File: src/rtl/ysyx_23060203_ifu.sv
// Instruction fetch unit: owns the fetch PC, keeps one read outstanding, and hands {pc, inst} to decode over valid/ready.
// A flush redirects on the next cycle from ST_HOLD; from ST_AR/ST_R it takes effect once the in-flight response has been discarded.
module ysyx_23060203_ifu #(
  parameter logic [31:0] RESET_PC = 32'h3000_0000
) (
  input  logic        clock,
  input  logic        reset,
  input  logic        flush,
  input  logic [31:0] flush_pc,
  output logic [31:0] mem_araddr,
  output logic        mem_arvalid,
  input  logic        mem_arready,
  input  logic [31:0] mem_rdata,
  input  logic [1:0]  mem_rresp,
  input  logic        mem_rvalid,
  output logic        mem_rready,
  output logic        out_valid,
  input  logic        out_ready,
  output logic [31:0] out_pc,
  output logic [31:0] out_inst
);

  typedef enum logic [1:0] {
    ST_AR   = 2'd0,
    ST_R    = 2'd1,
    ST_HOLD = 2'd2
  } state_t;

  state_t      r_state;
  state_t      w_state_nxt;
  logic [31:0] r_fetch_pc;
  logic [31:0] w_fetch_pc_nxt;
  logic [31:0] r_inst;
  logic [31:0] w_inst_nxt;
  logic [31:0] r_redir_pc;
  logic [31:0] w_redir_pc_nxt;
  logic        r_drop;
  logic        w_drop_nxt;
  logic        w_unused;

  // The response code carries no information this unit acts on.
  assign w_unused    = ^mem_rresp;

  assign mem_arvalid = (r_state == ST_AR) & ~reset;
  assign mem_araddr  = r_fetch_pc;
  assign mem_rready  = 1'b1;
  assign out_valid   = (r_state == ST_HOLD) & ~flush;
  assign out_pc      = r_fetch_pc;
  assign out_inst    = r_inst;

  always_ff @(posedge clock or posedge reset) begin
    if (reset) begin
      r_state    <= ST_AR;
      r_fetch_pc <= RESET_PC;
      r_inst     <= 32'd0;
      r_drop     <= 1'b0;
      r_redir_pc <= RESET_PC;
    end else begin
      r_state    <= w_state_nxt;
      r_fetch_pc <= w_fetch_pc_nxt;
      r_inst     <= w_inst_nxt;
      r_drop     <= w_drop_nxt;
      r_redir_pc <= w_redir_pc_nxt;
    end
  end

  always_comb begin
    w_state_nxt    = r_state;
    w_fetch_pc_nxt = r_fetch_pc;
    w_inst_nxt     = r_inst;
    w_drop_nxt     = r_drop;
    w_redir_pc_nxt = r_redir_pc;
    case (r_state)
      ST_AR: begin
        // The address must stay put until accepted, so a flush here is parked in redir_pc.
        if (flush) begin
          w_drop_nxt     = 1'b1;
          w_redir_pc_nxt = flush_pc;
        end
        if (mem_arvalid && mem_arready) begin
          w_state_nxt = ST_R;
        end
      end
      ST_R: begin
        if (mem_rvalid) begin
          if (flush) begin
            w_fetch_pc_nxt = flush_pc;
            w_drop_nxt     = 1'b0;
            w_state_nxt    = ST_AR;
          end else if (r_drop) begin
            w_fetch_pc_nxt = r_redir_pc;
            w_drop_nxt     = 1'b0;
            w_state_nxt    = ST_AR;
          end else begin
            w_inst_nxt  = mem_rdata;
            w_state_nxt = ST_HOLD;
          end
        end else if (flush) begin
          w_drop_nxt     = 1'b1;
          w_redir_pc_nxt = flush_pc;
        end
      end
      ST_HOLD: begin
        if (flush) begin
          w_fetch_pc_nxt = flush_pc;
          w_state_nxt    = ST_AR;
        end else if (out_ready) begin
          w_fetch_pc_nxt = r_fetch_pc + 32'd4;
          w_state_nxt    = ST_AR;
        end
      end
      default: begin
        w_state_nxt = ST_AR;
      end
    endcase
  end

endmodule

File: config.mk
export PLATFORM = sky130hd
export DESIGN_NAME = ysyx_23060203_ifu
export DESIGN_NICKNAME = d
export VERILOG_FILES = /design/src/rtl/ysyx_23060203_ifu.sv
export SDC_FILE = /design/constraint.sdc
export NUM_CORES = 1
export LEC_CHECK = 0
export ABC_AREA = 1
export CORE_MARGIN = 2
export CORE_UTILIZATION = 48
export CTS_CLUSTER_DIAMETER = 150
export DETAILED_ROUTE_END_ITERATION = 10
export GPL_TIMING_DRIVEN = 0
export PLACE_DENSITY = 0.82
export SKIP_CTS_REPAIR_TIMING = 1
export SLEW_MARGIN = 15
export SYNTH_ARGS = -nofsm -noshare
export SYNTH_HDL_FRONTEND = slang
export SYNTH_SLANG_ARGS = --single-unit
File: constraint.sdc
create_clock -name clock -period 4.82 [get_ports clock]
set_input_delay 1.446 -clock clock [delete_from_list [all_inputs] [get_ports clock]]
set_output_delay 1.446 -clock clock [all_outputs]
set_load 0.01 [all_outputs]
* Word-level counts from Yosys, hierarchy flattened
Index checks and enable logic that the tools add are counted.
** Word-level totals
- Bits of input ports :: 72
- Register bits :: 99
- Logic and storage cells :: 45
** Operators by class
- Eq/ne operators :: 7
- Reductions and logical operators :: 8
- Bitwise gates (word level) :: 5
- Add/sub/neg operators :: 1
- Muxes and demuxes :: 19
** Operator list (count)
- 2-to-1 mux 32 bit :: 7
- case mux 32 bit (2 select lines) :: 2
- adder 32 x 3 -> 32 bit, second input constant :: 1
- 2-to-1 mux 2 bit :: 6
- AND reduction 4 bit :: 2
- != test 3 bit, second input constant :: 2
- case mux 2 bit (3 select lines) :: 1
- != test 2 bit, second input constant :: 2
- nonzero test 2 bit :: 2
- NOT 1 bit :: 3
- AND reduction 3 bit :: 1
- AND 1 bit :: 2
- equality test 2 x 1 -> 1 bit, second input constant :: 1
- equality test 2 bit, second input constant :: 1
- zero test 2 bit :: 1
- 2-to-1 mux 1 bit :: 2
- != test 2 x 1 -> 1 bit, second input constant :: 1
- case mux 1 bit (2 select lines) :: 1
- AND reduction 2 bit :: 1
- logical AND 1 bit :: 1

* Longest topological paths before layout
Gate-level depths: netlist of the first run.
- Depth after elaboration :: 5
- Depth in mapped cells :: 10
- Depth with buffers taken out :: 9

* Least setup slack after synthesis of the first run
OpenSTA, ideal clock, no wires.
- Path kind :: input -> output
- Start :: input port flush
- End :: output port out_valid
- Required time :: 3.374 ns
- Stages on the path :: 3
- Path buffers :: 2
- Path slack :: 1.419 ns
- Data arrival time :: 1.955 ns
- Cells stage by stage :: buf_4 -> nor2_4 -> buf_2
** Between the ends
- Word-level cells in the longest chain between the ends :: 2
** RTL lines
- start: declaration :: line 8 : input logic flush,
- NOT 1 bit (no source line)
- AND 1 bit :: line 47 : assign out_valid = (r_state == ST_HOLD) & ~flush;
- end: declaration :: line 17 : output logic out_valid,
Every way passes these cells.

* Final worst setup path of the first run
Same ends and word-level chain as after synthesis.

==> results of run 1 <==
[power groups by stage]
stage	Clock, uW	Combinational, uW	Sequential (uW)
6_report	794	1600	1350
3_5_place_dp	0	1600	1370
5_1_grt	840	1740	1400
4_1_cts	805	1610	1350
3_3_place_gp	0	1570	1350
2_1_floorplan	0	694	1410
[how the worst max path moves through the flow]
stage | to | slack [ns]
after global placement | mem_araddr[25]$_DFFE_PP0P_ | -0.87
after CTS | out_valid | 0.08
final | out_valid | 0.09
after detailed placement | out_valid | 0.1
after floorplan | mem_araddr[0]$_DFFE_PP0P_ | 0.79
after global routing | out_valid | 0.05
[flip-flops by register name, indices dropped and copies added, names as in the netlist]
name / count
r_drop: 1
r_redir_pc: 32
out_inst: 32
mem_araddr: 32
r_state: 2
[routing by layer]
layer  wire, um  vias to the layer above
li1           -                     2658
met3       1450                       36
met5          0                        -
met2       7220                      233
met1       6230                     2539
met4        457                        0
[per-stage QoR]
stage | power, uW | hold slack (ns) | setup WS, ns | area [um^2] | util
6_report | 3750 | 0.492 | 0.0878 | 7800 | 0.686
5_1_grt | 3970 | 0.511 | 0.0450 | 7800 | 0.686
4_1_cts | 3770 | 0.499 | 0.0813 | 7800 | 0.686
3_5_place_dp | 2970 | 0.484 | 0.0969 | 7470 | 0.657
3_3_place_gp | 2920 | 0.473 | -0.866 | 7440 | 0.654
2_1_floorplan | 2110 | 0.490 | 0.790 | 5590 | -
[final cells by class]
cell class,count,area [um^2],area share
Buffer,62,412,0.0528
Clock inverter,4,72.6,0.00931
Tap cell,143,179,0.0229
Sequential cell,99,2480,0.318
Inverter,61,234,0.0300
Multi-Input combinational cell,500,2460,0.316
Clock buffer,12,256,0.0329
Timing Repair Buffer,168,1700,0.218
[cell families (layout without fill, tap and decap cells)]
logic type      count (synthesis)  in the layout  share of synthesized area
mux                            32             32                     0.0645
flops                          99             99                      0.444
compound gates                134            134                      0.133
other cells                     1              1                   0.000671
simple gates                  332            332                      0.241
fa+ha+maj                       1              1                    0.00224
buf+inv                       123            307                      0.115
[cells in the final DEF, fill, tap and decap left out, drive strengths merged, types with 3 or more instances in the layout]
cell	instances
inv	61
nand2	186
buf	52
a31oi	7
dfrtp	95
clkdlybuf4s50	167
nor2	107
clkbuf	23
nand3	29
o21ai	63
a21oi	40
o211ai	3
a21boi	4
nand4	4
o31ai	12
dfstp	4
mux2	32
==> run metrics, run 1 <==
outcome=finished clean; Post-Route WL=15300 um; Max rail drop VDD=0.288 mV; sequential share of power=0.361; Pleak=0.00352 uW; post-synthesis cell type count=36; Critical-path top delay cell=clkdlybuf4s50_1; share of cells above drive strength 1=0.128; M2 GR Usage=0.400; # DRC=0; syn_nets=795; most frequent cell after synthesis=nand2_1; Crit path top cell by count=clkdlybuf4s50_1; syn_area_per_cell=7.74 um^2; CP top delay family=buffers and inverters; Final Net Count=974; PwrDens=481 nW/um^2; clk buf depth=2; initial DRC count=399; IO buf count=167; Ant. Diodes=0; TritonRoute pass-1 iters=4; top cells by count, synth=nand2_1 (184), nor2_1 (102), dfrtp_1 (95); Worst Hold Path EP=out_inst[17]$_DFFE_PP0P_; Die Width=112 um; via count=5466; Setup Crit Path Kind=in2out; RSZ-0062 raised after global routing=no; worst hold path class=reg2reg; crit path cell chain=clkdlybuf4s50_1 > buf_4 > nor2_4 > buf_2 > clkdlybuf4s50_1; Logic pwr share=0.427; CTS Buf Count=9; top_reg_cell synth=dfrtp_1; Post-Layout Cell Count=1049; Yosys Warn Count=0; CP max stage delay=0.58 ns; Die H=112 um; CP bufs+invs=4; H-tree Lvls=3; # setup viols final=0; Async SR Flop Fraction=1.00; TNS Setup=0 ns; clock share of power=0.212; cell count of the worst reg-to-reg path=9; vias in the first global route=5255; gr usage total=0.247; Max Cap Viol=0; EDFF count, synth=0; clk sinks=99; Routed WL per cell=14.6 um; Data required, critical path=3.37 ns; f_max=211 MHz; clk root buf=clkbuf_16; Worst Clk Skew=0.00537 ns; DP Wirelength=11500 um; CTS tree=done; Mapped Cells=722; Sw Pwr=1230 uW; Synth Register Bits=99; critical path launch point=flush; Antenna Violating Nets Remaining=0; num rows=39; Critical Path End Type=primary output; placed cell count=1033; Synth area leaders=dfrtp_1 (43%), nand2_1 (12%), nor2_1 (6.9%); CTS clk-pin slew, worst paths=0.07 ns; Synth-to-Final Area Change=39.6%; Worst Path Max Fanout=10; GR Util met3=0.0757; sw frac=0.328; Placer Congestion=0.924; Die Area=12500 um^2; fin crit period=4.73 ns; crit share post-route=0.982; post-synth top area share=0.426; register area share after synthesis=0.444; Initial Util=0.491; Clk Latency, worst-skew pair=0.34 ns; FF-to-FF End=mem_araddr[22]$_DFFE_PP0P_; pin count of the biggest net entering global routing=82; dominant cell type by area after synthesis=dfrtp_1; P_int=2520 uW; crit path launch type=input pin; grt peak-use layer=met2; Crit path arrival time=3.29 ns; Hold Path Depth=1; I/O pin cnt=171; # fillers=951; Core Area=11400 um^2; grt met1 use=0.304; fin. max-slew vios=0; initial antenna violation count=0; Critical Path Stages=5; Final Hold Vio Count=0; Hold Crit Start=out_inst[17]$_DFFE_PP0P_; Post-Syn Area=5590 um^2; Overflow after GRT=0; via-per-instance ratio=5.21; Reg2Reg Setup Slack=2.98 ns; worst reg2reg startpoint=mem_araddr[3]$_DFFE_PP0P_; first-pass GRT wire length=25000 um
(Power assumes the default switching activity.)
==> run 2: changes to the inputs <==
- SLEW_MARGIN: 15 -> not set
==> run 2 against run 1 <==
Hold slack worse by 0.00071 ns. Setup slack improved by 0.042 ns. Sequential share of layout area is 0.072 points higher. Fmax grew 0.89%. Non-clock buffer count unchanged. Sequential cell count stayed put. Power decreased by 1.1%. Via count up 0.11%. Clock power fell by 4.9%. Register-to-register slack about the same. First-iteration DRC count grew 18%. Largest power group unchanged.
==> run metrics, run 2 (same netlist as run 1, synthesis figures left out) <==
Routed WL per cell=14.6 um (about the same); DP Wirelength=11600 um (+0.24%); Clk Latency, worst-skew pair=0.34 ns (about the same); pin count of the biggest net entering global routing=54 (-34%); CTS clk-pin slew, worst paths=0.06 ns (about the same); Max rail drop VDD=0.284 mV (-1.2%); outcome=finished clean; crit path launch type=input pin; fin crit period=4.69 ns (-0.0418 ns); IO buf count=167 (unchanged); Die Width=112 um (unchanged); placed inst area=7470 um^2 (about the same); Worst Clk Skew=0.00468 ns (-0.000695 ns); Data required, critical path=3.37 ns (about the same); Crit path top cell by count=clkdlybuf4s50_1; Final Net Count=974 (unchanged); clk sinks=99 (unchanged); CTS tree=done; Critical-path top delay cell=clkdlybuf4s50_1; Hold Path Depth=1 (unchanged); Worst Path Max Fanout=10 (unchanged); H-tree Lvls=3 (unchanged); Overflow after GRT=0 (unchanged); pre-CTS setup slack=0.106 ns (+0.00878 ns); crit share post-route=0.973 (-0.00867); fin. max-slew vios=0 (unchanged); Core Area=11400 um^2 (unchanged); CTS Buf Count=9 (unchanged); Register Area=2480 um^2 (unchanged); via count=5472 (+0.11%); Critical Path End Type=primary output; CP bufs+invs=4 (unchanged); Hold Crit Start=out_inst[17]$_DFFE_PP0P_; Crit path arrival time=3.24 ns (-0.05 ns); share of cells above drive strength 1=0.129 (+0.00110); cell count of the worst reg-to-reg path=9 (unchanged); PwrDens=477 nW/um^2 (-0.85%); M2 GR Usage=0.399 (-0.000404); grt met1 use=0.312 (+0.00859); # setup viols final=0 (unchanged); Worst Hold Path EP=out_inst[17]$_DFFE_PP0P_; Setup Crit Path Kind=in2out; most common cell after layout, fill and taps aside=nand2_1; worst hold slack=0.491 ns (-0.000711 ns); clk root buf=clkbuf_16; Pleak=0.00352 uW (-0.12%); Synth-to-Final Area Change=39.3%; Die H=112 um (unchanged); CP top delay family=buffers and inverters; final core occ=0.684 (-0.00154); GR Util met3=0.0860 (+0.0103); worst setup margin=0.130 ns (+0.0418 ns); gr usage total=0.250 (+0.00258); initial antenna violation count=0 (unchanged); num rows=39 (unchanged); Worst slew margin=0.602; # DRC=0 (unchanged); first-pass GRT wire length=25300 um (+0.99%); Final Hold Vio Count=0 (unchanged); worst reg2reg startpoint=mem_araddr[3]$_DFFE_PP0P_; crit path cell chain=clkdlybuf4s50_1 > buf_4 > nor2_4 > buf_2 > clkdlybuf4s50_1; Max Cap Viol=0 (unchanged); clk buf depth=2 (unchanged); worst hold path class=reg2reg; Initial Util=0.491 (unchanged); CP max stage delay=0.57 ns (about the same); area of the multi-input gates=2460 um^2 (unchanged); grt peak-use layer=met2; Placer Congestion=0.924 (unchanged); Ant. Diodes=0 (unchanged); Die Area=12500 um^2 (unchanged); Post-Route WL=15400 um (about the same); most frequent cells in the layout=nand2_1 (184), clkdlybuf4s50_1 (167), nor2_1 (102); vias in the first global route=5272 (+0.32%); fin area=7780 um^2 (-0.22%); TritonRoute pass-1 iters=5 (+1); initial DRC count=470 (+18%); # fillers=975 (+2.5%); via-per-instance ratio=5.22 (+0.11%); I/O pin cnt=171 (unchanged); FF-to-FF End=mem_araddr[22]$_DFFE_PP0P_; Reg2Reg Setup Slack=2.99 ns (about the same); RSZ-0062 raised after global routing=no; worst-margin pin slew=0.597 ns; f_max=213 MHz (+0.89%); Antenna Violating Nets Remaining=0 (unchanged)
## run 2: changes by cell type in the layout (fill, tap and decap cells not counted)
cell       previous run  this run
inv_4                 0         1
inv_6                 1         0
clkinv_2              1         2
bufinv_16             2         1
clkbuf_8              2         3
clkbuf_1             12        11
## run 2: per-stage QoR
stage	total power [uW]	cells	TNS (ns)
6_report	3710	1049	0
2_1_floorplan	2110	722	0
4_1_cts	3730	1049	0
3_3_place_gp	2920	1032	-81.74
3_5_place_dp	2970	1033	0
5_1_grt	3940	1049	0
## run 2: metal layers
metal	part of all wire	routed length (um)	vias up
met4	0.030	460	0
met3	0.099	1530	33
li1	-	-	2664
met1	0.41	6250	2526
met5	0	0	-
met2	0.46	7130	249
## run 2: worst max path at each step
stage | startpoint | end | slack [ns] | cells past startpoint
finish | flush | out_valid | 0.13 | 5
global route | flush | out_valid | 0.06 | 5
CTS | flush | out_valid | 0.10 | 5
detailed placement | flush | out_valid | 0.11 | 5
global placement | reset | mem_araddr[25]$_DFFE_PP0P_ | -0.87 | 2
floorplan | reset | mem_araddr[0]$_DFFE_PP0P_ | 0.79 | 1
## run 2: area by class of cell
type                            count  area share
Clock inverter                      4     0.00611
Timing Repair Buffer              168       0.218
Clock buffer                       12      0.0342
Inverter                           61      0.0297
Tap cell                          143      0.0230
Sequential cell                    99       0.319
Multi-Input combinational cell    500       0.317
Buffer                             62      0.0529
## run 2: report_power, final
part	total, uW	internal [uW]	switching [uW]
combinational	1600	939	663
clock	755	443	312
sequential	1350	1100	255
total	3710	2480	1230
==> run 3: changes to the inputs <==
- CORE_MARGIN: 2 -> not set
==> run 3 against run 2 <==
Power grew 1.2%. Largest power group unchanged. Clock skew grew 0.0049 ns. Cell area grew 0.13%. Fmax shrank 1.3%. Routed wire length grew 1.4%. Combinational power is essentially flat. Setup slack lost 0.064 ns. Sequential share of layout area is essentially flat. Non-clock buffer count is the same. Register-to-register slack gained 0.02 ns.
==> run metrics, run 3 (same netlist as run 1, synthesis figures left out) <==
clk root buf=clkbuf_16; share of cells above drive strength 1=0.129 (unchanged); Hold Crit Start=out_inst[23]$_DFFE_PP0P_; Synth-to-Final Area Change=39.5%; most frequent cells in the layout=nand2_1 (184), clkdlybuf4s50_1 (167), nor2_1 (102); Tot Pwr=3750 uW (+1.2%); num rows=39 (unchanged); placed inst area=7470 um^2 (unchanged); Final Hold Vio Count=0 (unchanged); Post-Layout Cell Count=1049 (unchanged); pin count of the biggest net entering global routing=64 (+19%); Clk Latency, worst-skew pair=0.35 ns (about the same); fin. max-slew vios=0 (unchanged); worst reg2reg startpoint=mem_araddr[3]$_DFFE_PP0P_; H-tree Lvls=3 (unchanged); Initial Util=0.491 (unchanged); most common cell after layout, fill and taps aside=nand2_1; Antenna Violating Nets Remaining=0 (unchanged); RSZ-0062 raised after global routing=no; placed cell count=1033 (unchanged); outcome=finished clean; via count=5508 (+0.66%); crit path launch type=input pin; Routed WL per cell=14.9 um (+1.4%); Critical Path End Type=primary output; Core Area=11400 um^2 (unchanged); CTS Buf Count=9 (unchanged); worst hold path class=reg2reg; worst-margin pin slew=0.537 ns (-0.0602 ns); fin area=7790 um^2 (+0.13%); Placer Congestion=0.927 (+0.31%); CTS tree=done; Data required, critical path=3.37 ns (about the same); Max Cap Viol=0 (unchanged); initial DRC count=412 (-12%); Ant. Diodes=0 (unchanged); TritonRoute pass-1 iters=5 (unchanged); initial antenna violation count=0 (unchanged); Die Width=110 um (-1.8%); Post-Route WL=15600 um (+1.4%); Die H=110 um (-1.8%); Die Area=12100 um^2 (-3.5%); Overflow after GRT=0 (unchanged); CTS clk-pin slew, worst paths=0.07 ns (about the same); Final Net Count=974 (unchanged); Max rail drop VDD=0.282 mV (-0.83%); Worst slew margin=0.642 (+0.0401); Setup Crit Path Kind=in2out; gr usage total=0.270 (+0.0199); f_max=210 MHz (-1.3%); Hold Path Depth=1 (unchanged); Pleak=0.00352 uW (about the same); Worst Clk Skew=0.00953 ns (+0.00485 ns); clk sinks=99 (unchanged); fin crit period=4.75 ns (+0.0640 ns); vias in the first global route=5247 (-0.47%); Worst Hold Path EP=out_inst[23]$_DFFE_PP0P_; # setup viols final=0 (unchanged); worst hold slack=0.500 ns (+0.00908 ns); I/O pin cnt=171 (unchanged); first-pass GRT wire length=24800 um (-1.7%); # DRC=0 (unchanged); IO buf count=167 (unchanged); clk buf depth=2 (unchanged); via-per-instance ratio=5.25 (+0.66%); PwrDens=482 nW/um^2 (+1.0%); Crit path arrival time=3.31 ns (+0.07 ns); DP Wirelength=11700 um (+0.74%); FF-to-FF End=mem_araddr[28]$_DFFE_PP1P_; Reg2Reg Setup Slack=3.01 ns (+0.02 ns); cell count of the worst reg-to-reg path=9 (unchanged); Worst Path Max Fanout=10 (unchanged); crit share post-route=0.986 (+0.0133)
run 3: worst max path at each step:
stage                     start                    endpoint  slack [ns]
after global placement    reset  mem_araddr[24]$_DFFE_PP0P_       -0.85
after CTS                 flush                   out_valid        0.06
after floorplan           reset   mem_araddr[0]$_DFFE_PP0P_        0.79
after detailed placement  flush                   out_valid        0.06
after global routing      flush                   out_valid        0.03
final                     flush                   out_valid        0.07
run 3: layer usage:
metal / global-route usage / part of all wire / vias to the layer above
met5: 0 / 0 / -
met4: 0.120 / 0.031 / 0
met3: 0.0682 / 0.088 / 42
met2: 0.440 / 0.47 / 238
met1: 0.338 / 0.41 / 2560
li1: - / - / 2668
run 3: worst max-delay path: stages:
cell,delay (ns)
clkdlybuf4s50_1,0.54
buf_4,0.25
nor2_4,0.21
buf_2,0.27
clkdlybuf4s50_1,0.58
run 3: layout make-up:
| type | count | area, um^2 |
|---|---|---|
| fill | 980 | 3580 |
| sequential | 99 | 2480 |
| multi-input combinational | 500 | 2460 |
| timing repair buffer | 168 | 1700 |
| buffer | 62 | 412 |
| inverter | 61 | 231 |
| clock buffer | 9 | 225 |
| tap | 143 | 179 |
| clock inverter | 7 | 98.8 |
run 3: power by group:
| group | internal (uW) | total, uW | switching (uW) |
|---|---|---|---|
| clock network | 459 | 794 | 335 |
| logic | 939 | 1600 | 666 |
| registers | 1100 | 1350 | 257 |
| total | 2490 | 3750 | 1260 |
run 3: through the flow:
| stage | setup TNS, ns | utilization | worst slack [ns] |
|---|---|---|---|
| 6_report | 0 | 0.685 | 0.0656 |
| 5_1_grt | 0 | 0.685 | 0.0321 |
| 4_1_cts | 0 | 0.685 | 0.0556 |
| 3_5_place_dp | 0 | 0.657 | 0.0584 |
| 3_3_place_gp | -80.20 | 0.654 | -0.849 |
| 2_1_floorplan | 0 | - | 0.790 |
